[config.mk]
export PLATFORM = sky130hd
export DESIGN_NAME = native_bus_arb
export DESIGN_NICKNAME = d
export VERILOG_FILES = /design/src/rtl/native_arb_pkg.sv /design/src/rtl/rr_arbiter.sv /design/src/rtl/native_bus_arb.sv
export SDC_FILE = /design/constraint.sdc
export NUM_CORES = 1
export LEC_CHECK = 0
export CAP_MARGIN = 30
export CORE_UTILIZATION = 40
export CTS_BUF_LIST = sky130_fd_sc_hd__clkbuf_4 sky130_fd_sc_hd__clkbuf_8 sky130_fd_sc_hd__clkbuf_16
export DETAILED_ROUTE_END_ITERATION = 8
export PLACE_DENSITY = 0.88
export SETUP_SLACK_MARGIN = 0.5
export SKIP_CTS_REPAIR_TIMING = 1
export SYNTH_ARGS = -nofsm -noshare
export SYNTH_HDL_FRONTEND = slang
export SYNTH_SLANG_ARGS = --single-unit
export TNS_END_PERCENT = 50
[constraint.sdc]
create_clock -name clk_i -period 2.83 [get_ports clk_i]
set_input_delay 0.4245 -clock clk_i [delete_from_list [all_inputs] [get_ports clk_i]]
set_output_delay 0.4245 -clock clk_i [all_outputs]
set_load 0.1 [all_outputs]
[src/rtl/native_arb_pkg.sv]
// native_arb_pkg: shared state type, timeout read value and the wrap-around
// index helper used by the native bus arbiter and its rr_arbiter.
package native_arb_pkg;

    typedef enum logic [1:0] {
        IDLE     = 2'd0,
        ISSUE    = 2'd1,
        WAIT     = 2'd2,
        RESP_PAD = 2'd3
    } arb_state_e;

    // Read data returned on a watchdog abort; sliced to the data width.
    localparam logic [63:0] RDATA_TIMEOUT = '1;

    function automatic int unsigned rr_wrap(
        input int unsigned base,
        input int unsigned off,
        input int unsigned n
    );
        return (base + off) % n;
    endfunction

endpackage

[src/rtl/rr_arbiter.sv]
// rr_arbiter: combinational round-robin grant. Searches req starting one past
// last and wraps. Ports: req (requests), last (previous winner),
// gnt (one-hot grant, zero if no request), gnt_idx (binary winner index).
module rr_arbiter
    import native_arb_pkg::*;
#(
    parameter int NREQ = 2,
    parameter int IW   = 1
) (
    input  logic [NREQ-1:0] req,
    input  logic [IW-1:0]   last,
    output logic [NREQ-1:0] gnt,
    output logic [IW-1:0]   gnt_idx
);

    int unsigned idx;
    logic        found;

    always_comb begin
        gnt     = '0;
        gnt_idx = '0;
        found   = 1'b0;
        idx     = 0;
        for (int k = 1; k <= NREQ; k++) begin
            idx = rr_wrap(int'(unsigned'(last)), k, NREQ);
            if (!found && req[idx]) begin
                found    = 1'b1;
                gnt[idx] = 1'b1;
                gnt_idx  = IW'(idx);
            end
        end
    end

endmodule

[src/rtl/native_bus_arb.sv]
// native_bus_arb: round-robin share of one native register port among NREQ
// requesters, one transaction at a time, response routed to the owner.
// Ports: req_* / rsp_* requester side, m_* downstream bridge side.
// Optional watchdog abort: define NATIVE_ARB_TIMEOUT_EN (limit TIMEOUT_CYC).
module native_bus_arb
    import native_arb_pkg::*;
#(
    parameter int NREQ        = 2,
    parameter int W           = 32,
    parameter int A           = 4,
    parameter int TIMEOUT_CYC = 1024
) (
    input  logic            clk_i,
    input  logic            rst_n_i,
    input  logic [NREQ-1:0] req_valid_i,
    input  logic [NREQ-1:0] req_we_i,
    input  logic [NREQ*A-1:0] req_addr_i,
    input  logic [NREQ*W-1:0] req_wdata_i,
    output logic [NREQ-1:0] req_ready_o,
    output logic [NREQ-1:0] rsp_valid_o,
    output logic [W-1:0]    rsp_rdata_o,
    output logic            rsp_err_o,
    output logic            m_valid_o,
    input  logic            m_ready_i,
    output logic            m_we_o,
    output logic [A-1:0]    m_addr_o,
    output logic [W-1:0]    m_wdata_o,
    input  logic            m_done_i,
    input  logic [W-1:0]    m_rdata_i,
    input  logic            m_err_i
);

    localparam int IW = (NREQ > 1) ? $clog2(NREQ) : 1;

    arb_state_e      state;
    logic [IW-1:0]   last_grant;
    logic [IW-1:0]   owner;
    logic [IW-1:0]   gnt_idx;
    logic [NREQ-1:0] gnt;
    logic [NREQ-1:0] owner_oh;
    logic            accept;
    logic            done_now;

    rr_arbiter #(
        .NREQ (NREQ),
        .IW   (IW)
    ) u_rr (
        .req     (req_valid_i),
        .last    (last_grant),
        .gnt     (gnt),
        .gnt_idx (gnt_idx)
    );

    // Gated by reset so nothing is accepted while the block is held in reset.
    assign req_ready_o = (rst_n_i && state == IDLE) ? gnt : '0;
    assign accept      = |(req_valid_i & req_ready_o);
    assign owner_oh    = NREQ'(1) << owner;

    // Completion either straight from ISSUE (ready and done together) or in WAIT.
    assign done_now = (state == ISSUE && m_ready_i && m_done_i)
                   || (state == WAIT && m_done_i);

`ifdef NATIVE_ARB_TIMEOUT_EN
    localparam int TW = $clog2(TIMEOUT_CYC) + 1;
    logic [TW-1:0] tmo_cnt;
    logic          tmo_hit;
    assign tmo_hit = (state == ISSUE || state == WAIT)
                  && (tmo_cnt == TW'(TIMEOUT_CYC - 1))
                  && !done_now;
`else
    logic unused_tmo;
    assign unused_tmo = ^TIMEOUT_CYC;
`endif

    always_ff @(posedge clk_i) begin
        if (!rst_n_i) begin
            state       <= IDLE;
            last_grant  <= IW'(NREQ - 1);
            owner       <= '0;
            rsp_valid_o <= '0;
            rsp_rdata_o <= '0;
            rsp_err_o   <= 1'b0;
            m_valid_o   <= 1'b0;
            m_we_o      <= 1'b0;
            m_addr_o    <= '0;
            m_wdata_o   <= '0;
`ifdef NATIVE_ARB_TIMEOUT_EN
            tmo_cnt     <= '0;
`endif
        end else begin
            rsp_valid_o <= '0;
            unique case (state)
                IDLE: begin
                    if (accept) begin
                        m_we_o    <= req_we_i[gnt_idx];
                        m_addr_o  <= req_addr_i[gnt_idx*A +: A];
                        m_wdata_o <= req_wdata_i[gnt_idx*W +: W];
                        owner     <= gnt_idx;
                        m_valid_o <= 1'b1;
                        state     <= ISSUE;
                    end
                end
                ISSUE: begin
                    if (m_ready_i) begin
                        m_valid_o <= 1'b0;
                        state     <= m_done_i ? IDLE : WAIT;
                    end
                end
                WAIT: begin
                    if (m_done_i) state <= IDLE;
                end
                RESP_PAD: state <= IDLE;
            endcase

            if (done_now) begin
                rsp_rdata_o <= m_we_o ? '0 : m_rdata_i;
                rsp_err_o   <= m_err_i;
                rsp_valid_o <= owner_oh;
                last_grant  <= owner;
            end

`ifdef NATIVE_ARB_TIMEOUT_EN
            if (accept) begin
                tmo_cnt <= '0;
            end else if (tmo_hit) begin
                m_valid_o   <= 1'b0;
                rsp_err_o   <= 1'b1;
                rsp_rdata_o <= RDATA_TIMEOUT[W-1:0];
                rsp_valid_o <= owner_oh;
                last_grant  <= owner;
                state       <= IDLE;
            end else if (state == ISSUE || state == WAIT) begin
                tmo_cnt <= tmo_cnt + 1'b1;
            end
`endif
        end
    end

endmodule

==> results.md, run 1 <==
- Status: complete, no violations
- Post-Syn Instances: around 320
- Worst-margin pin slew: 0.5981 ns
- Worst hold slack: ~0.47 ns
- GP Congestion: around 0.77
- CP arrival: ~1.8 ns
- Setup TNS: 0 ns
- Yosys reg bits: 77
- Worst vdd ir: ~0.26 mV
- Initial antenna violation count: 0
- Post-synthesis sequential area ratio: 0.4948
- Number of global-route vias before repair: approximately 3000
- CTS tree: built
- Setup violations, final: 0
- IO Port Bufs: approximately 190
- DR iter-0 viols: about 110
- CP Max Fanout: 24
- HPWL after detailed placement: 6885 µm
- Min-Delay Path Class: register to register
- Top cells by area, synth: dfxtp_1 49%, a311oi_1 10%, a32o_1 10%, nand2_1 9.2%, a21oi_1 6.1%
- Cell Area, Synth: 0.003115 mm²
- Total congestion overflow: 0
- CTS Buf Count: 9
- Drt pass-1 iters: 4
- Ys Warns: 0
- ANT nets after route: 0
- Ys async rst share: 0
- Total GRT Usage: 0.2331
- Static leakage: a little over 2 nW
- Pin count of the biggest net entering global routing: 39
- Final core utilization: 0.6745
- Total chip power: 2.949 mW
- Fin nets: between 600 and 700
- First-pass GRT wire length: approximately 15000 µm
- Pwr dens: between 500 and 600 mW/mm²
- Fraction of final layout cells sized beyond drive strength 1: 0.2136
- Critical path required time: between 2 and 2.5 ns
- Post-synthesis simple-gate area fraction: 0.1277
- Sequential power share: 0.403
- Count of different cell masters after synthesis: 30
- Clock buffer depth: 2
- RSZ-0062 raised after global routing: no
- Top-area cell type share of the netlist area: 0.4948
- Fin. max-slew vios: 0
- Clk sinks: 77
- Finished Cell Area: ~0.0050 mm²
- Largest family of logic cells by synthesized area: compound AO/OA/AOI/OAI gates
- Final wirelength: between 9000 and 10000 µm
- Clk_lat worst skew: roughly 0.34 ns
- Layout overhead on the synthesized area: 60.40%
- Max Freq: 452.1 MHz
- Root buf cell: clkbuf_8
- CP startpoint kind: primary input
- Cell taking the most area after synthesis: dfxtp_1
- Clock network power share: 0.276
- Core area: approximately 0.0074 mm²
- Max cap viols: 0
- P_int: 1.862 mW
- Placed standard-cell area: 0.004798 mm²
- Initial Util: 0.4205
- Chip width: approximately 90 µm
- Hold violation count in the final report: 0
- Minimum clock period: roughly 2.2 ns
- Synth Flop Type: dfxtp_1
- Y dimension of the die: about 90 µm
- Critical path class: primary input to primary output
- Compound-Gate Fraction of Synth Area: 0.3028
- Post-route DRC: 0
- Wire length per cell: 15.98 µm
- Vias: ~3200
- H-tree levels: 3
- Post-DR vias/cell: 5.385
- Fin crit share: 0.7816
- Ports: roughly 190
- Worst Skew: between 0.004 and 0.005 ns
- Worst Setup End Kind: primary output
- N_diodes: 0
- Avg Synthesized Cell Area: 9.645 µm²
- Row count: 31
- Slew HR: 0.6008
- Syn nets: ~440
- EDFF count, synth: 0
- Switching share of power: 0.3686
- Switching power: ~1.1 mW
- Full die area: approximately 0.008 mm²
- Mux cell area share after synthesis: 0
- Worst-path clk slew: around 0.080 ns
- Post-synthesis adder-cell area fraction: 0
- Post-Synth XOR/XNOR Area: 0
- Comb power frac: 0.320
-- layout by cell type, fill, tap and decap left out, drive strengths merged --
| cell type | instances |
|---|---|
| nor2 | 4 |
| a21boi | 2 |
| o21a | 1 |
| nand2b | 2 |
| and2 | 2 |
| clkinv | 3 |
| a21o | 2 |
| bufinv | 1 |
| inv | 3 |
| clkbuf | 10 |
| or3 | 1 |
| and3 | 1 |
| clkinvlp | 2 |
| nand3b | 1 |
| dfxtp | 77 |
| a22oi | 1 |
| a21oi | 38 |
| buf | 84 |
| a21bo | 2 |
| nand2 | 76 |
| a211oi | 2 |
| nor3b | 2 |
| o32a | 1 |
| a32o | 32 |
| or2 | 1 |
| o22ai | 1 |
| clkdlybuf4s50 | 112 |
| a311oi | 37 |
-- synthesized netlist by cell type, types with 3 or more instances --
| library cell | instances |
|---|---|
| a311oi_1 | 37 |
| a21oi_1 | 38 |
| buf_6 | 6 |
| nand2_1 | 76 |
| dfxtp_1 | 77 |
| nor2_1 | 4 |
| inv_1 | 3 |
| a32o_1 | 32 |
| buf_2 | 15 |
| clkbuf_8 | 3 |
| clkbuf_1 | 10 |
-- state kept, by name, summed over array words and instances, names as in the netlist --
signal and count:
m_wdata_o 32, state 2, m_we_o 1, owner 1, last_grant 1, rsp_rdata_o 32, m_addr_o 4, rsp_valid_o 2
rsp_err_o 1, m_valid_o 1
-- power groups by stage --
stage          registers (mW)  logic (mW)  clock network, mW
2_1_floorplan            1.65       0.206                  0
3_3_place_gp             1.21       0.934                  0
3_5_place_dp             1.21       0.945                  0
4_1_cts                  1.19       0.947              0.826
5_1_grt                  1.20       0.986              0.883
6_report                 1.19       0.944              0.815
-- cell families (layout without fill, tap and decap cells) --
family          Yosys count  in the layout
buf+inv                  37            215
simple gates             90             90
flops                    77             77
compound gates          119            119
-- final cells by class --
type	instances	area, µm²
inverter	3	11.26
sequential	77	1541
clock inverter	6	63.81
clock buffer	10	131.4
fill	580	2411
multi-input combinational	209	1345
timing repair buffer	196	1780
tap	99	123.9
-- stage by stage --
stage / cells / setup slack (ns)
after floorplan: 323 / 0.6000
after CTS: 600 / 0.5604
after global routing: 600 / 0.5590
final: 600 / 0.6180
after detailed placement: 584 / 0.5175
after global placement: 584 / 0.6069
-- per-layer routing --
| metal | share of wire | global-route usage |
|---|---|---|
| met4 | 0.014 | 0.09946 |
| met1 | 0.40 | 0.2776 |
| met2 | 0.51 | 0.4020 |
| met5 | 0 | 0 |
| met3 | 0.080 | 0.05303 |
-- worst max-delay path: stages --
cell	delay [ns]
clkdlybuf4s50_1	0.48
nor3b_4	0.24
buf_6	0.24
and2_1	0.20
buf_12	0.18
-- path summary, 6_finish.rpt --
check	end	cells past startpoint	slack [ns]	startpoint
max	req_ready_o[1]	5	0.62	rst_n_i
max reg2reg	m_wdata_o[31]$_SDFFE_PN0P_	5	1.05	state[1]$_SDFFE_PN0P_
min reg2reg	rsp_valid_o[0]$_SDFF_PN0_	1	0.47	owner$_SDFFE_PN0P_
min	rsp_valid_o[0]$_SDFF_PN0_	1	0.47	owner$_SDFFE_PN0P_
Power figures use the tool's default switching activity.
==> inputs of run 2 (changes only) <==
- CORE_UTILIZATION: 40 -> 37
- PLACE_DENSITY: 0.88 -> 0.83
- clock period: 2.83 -> 2.15 ns (I/O delays scaled with it)
==> results.md, run 2 (synthesis results as in run 1) <==
- Clock buffer depth: 2
- Pin count of the biggest net entering global routing: 38
- Total congestion overflow: 0
- Critical path class: register to primary output
- Wire length per cell: roughly 16 µm
- GP Congestion: a little over 0.7
- Worst Setup End Kind: primary output
- Chip width: around 94 µm
- Full die area: 0.008791 mm²
- First-pass GRT wire length: 14460 µm
- Fin. max-slew vios: 0
- Layout overhead on the synthesized area: 65.70%
- N_diodes: 0
- CP Max Fanout: 6
- Static leakage: 2.120 nW
- DR iter-0 viols: about 100
- CP max stage delay: 0.37 ns
- Number of global-route vias before repair: around 3100
- Setup TNS: 0 ns
- Min-Delay Path Class: register to register
- CTS Buf Count: 9
- Fraction of final layout cells sized beyond drive strength 1: 0.2338
- Biggest regs: m_wdata_o x32, rsp_rdata_o x32, m_addr_o x4
- Clk_lat worst skew: approximately 0.34 ns
- Fin crit share: 0.7890
- Minimum clock period: 1.696 ns
- WL met1: 3822 µm
- IO Port Bufs: between 150 and 200
- Met3 Wirelength: about 840 µm
- H-tree levels: 3
- Met2 wire length: between 4000 and 5000 µm
- Seq. cell area: about 0.0015 mm²
- Filler Cell Count: approximately 660
- Max Freq: between 500 and 600 MHz
- Commonest non-fill, non-tap cell in the layout: clkdlybuf4s50_1
- Core area: roughly 0.008 mm²
- Total GRT Usage: 0.2104
- Initial antenna violation count: 0
- Drt pass-1 iters: 4
- Worst Skew: approximately 0.011 ns
- CP startpoint kind: register
- Clk sinks: a little under 80
- Setup violations, final: 0
- CP arrival: 1.37 ns
- Worst vdd ir: 0.4075 mV
- ANT nets after route: 0
- Y dimension of the die: about 94 µm
- Vias: roughly 3200
- Top Metal Used: met4
- Worst-path cell chain: nor3b_4, and3_4, buf_12
- Worst-margin pin slew: roughly 0.66 ns
- Final WS setup: 0.4537 ns
- Worst-path clk slew: roughly 0.08 ns
- Commonest cells after routing, fill and taps aside: 109 x clkdlybuf4s50_1, 87 x buf_4, 76 x nand2_1
- Critical path required time: around 1.8 ns
- Post-DR vias/cell: ~5.3
- Pwr dens: just under 800 mW/mm²
- Crit path max-delay cell type: dfxtp_4
- RSZ-0062 raised after global routing: yes
- Slew HR: 0.5625
- Final wirelength: 9557 µm
- Max cap viols: 0
- Hold violation count in the final report: 0
- CTS tree: built
- Fin nets: 618
- Root buf cell: clkbuf_8
- HPWL after detailed placement: around 7000 µm
- Post-route DRC: 0
- Ports: 188
- Pre-CTS setup slack: roughly 0.081 ns
- Footprint of the multi-input gates: about 0.0014 mm²
- Status: complete, no violations
- Initial Util: 0.3811
- Row count: 33
-- run 2: per-layer routing --
layer  GRT usage  vias to the layer above
li1            -                     1578
met1      0.2339                     1482
met2      0.3717                      156
met3     0.05663                       20
met4     0.09615                        0
met5           0                        -
-- run 2: final timing paths --
| path | start | cells past startpoint | slack [ns] | end |
|---|---|---|---|---|
| max | state[0]$_SDFFE_PN0P_ | 3 | 0.45 | req_ready_o[0] |
| min | owner$_SDFFE_PN0P_ | 1 | 0.45 | rsp_valid_o[0]$_SDFF_PN0_ |
| max reg2reg | state[1]$_SDFFE_PN0P_ | 3 | 0.61 | rsp_rdata_o[6]$_SDFFE_PN0N_ |
| min reg2reg | owner$_SDFFE_PN0P_ | 1 | 0.45 | rsp_valid_o[0]$_SDFF_PN0_ |
-- run 2: critical path: cells and delay by family, from the launching register on --
kind	cells	cell delay [ns]
simple gates	2	0.49
flops	1	0.37
buf+inv	1	0.17
-- run 2: area by class of cell --
| cell class | instances | area share |
|---|---|---|
| Clock inverter | 6 | 0.01721 |
| Tap cell | 105 | 0.02545 |
| Inverter | 3 | 0.002181 |
| Clock buffer | 9 | 0.02399 |
| Sequential cell | 77 | 0.2996 |
| Timing Repair Buffer | 205 | 0.3684 |
| Multi-Input combinational cell | 209 | 0.2632 |
-- run 2: through the flow --
stage	util	power, mW	cell area, µm²	hold slack, ns	std cells
floorplan	-	2.441	3122	0.4010	323
detailed placement	0.6002	2.866	4907	0.4399	595
global route	0.6315	4.144	5162	0.4609	614
finish	0.6315	3.996	5162	0.4468	614
global placement	0.6002	2.846	4907	0.4331	595
CTS	0.6263	4.022	5120	0.4508	610
-- run 2: where the power goes --
group          switching (mW)  total [mW]  leakage, nW  internal, mW
clock                   0.511        1.16        0.101         0.647
combinational           0.854        1.27         1.39         0.418
sequential             0.0550        1.57        0.631          1.51
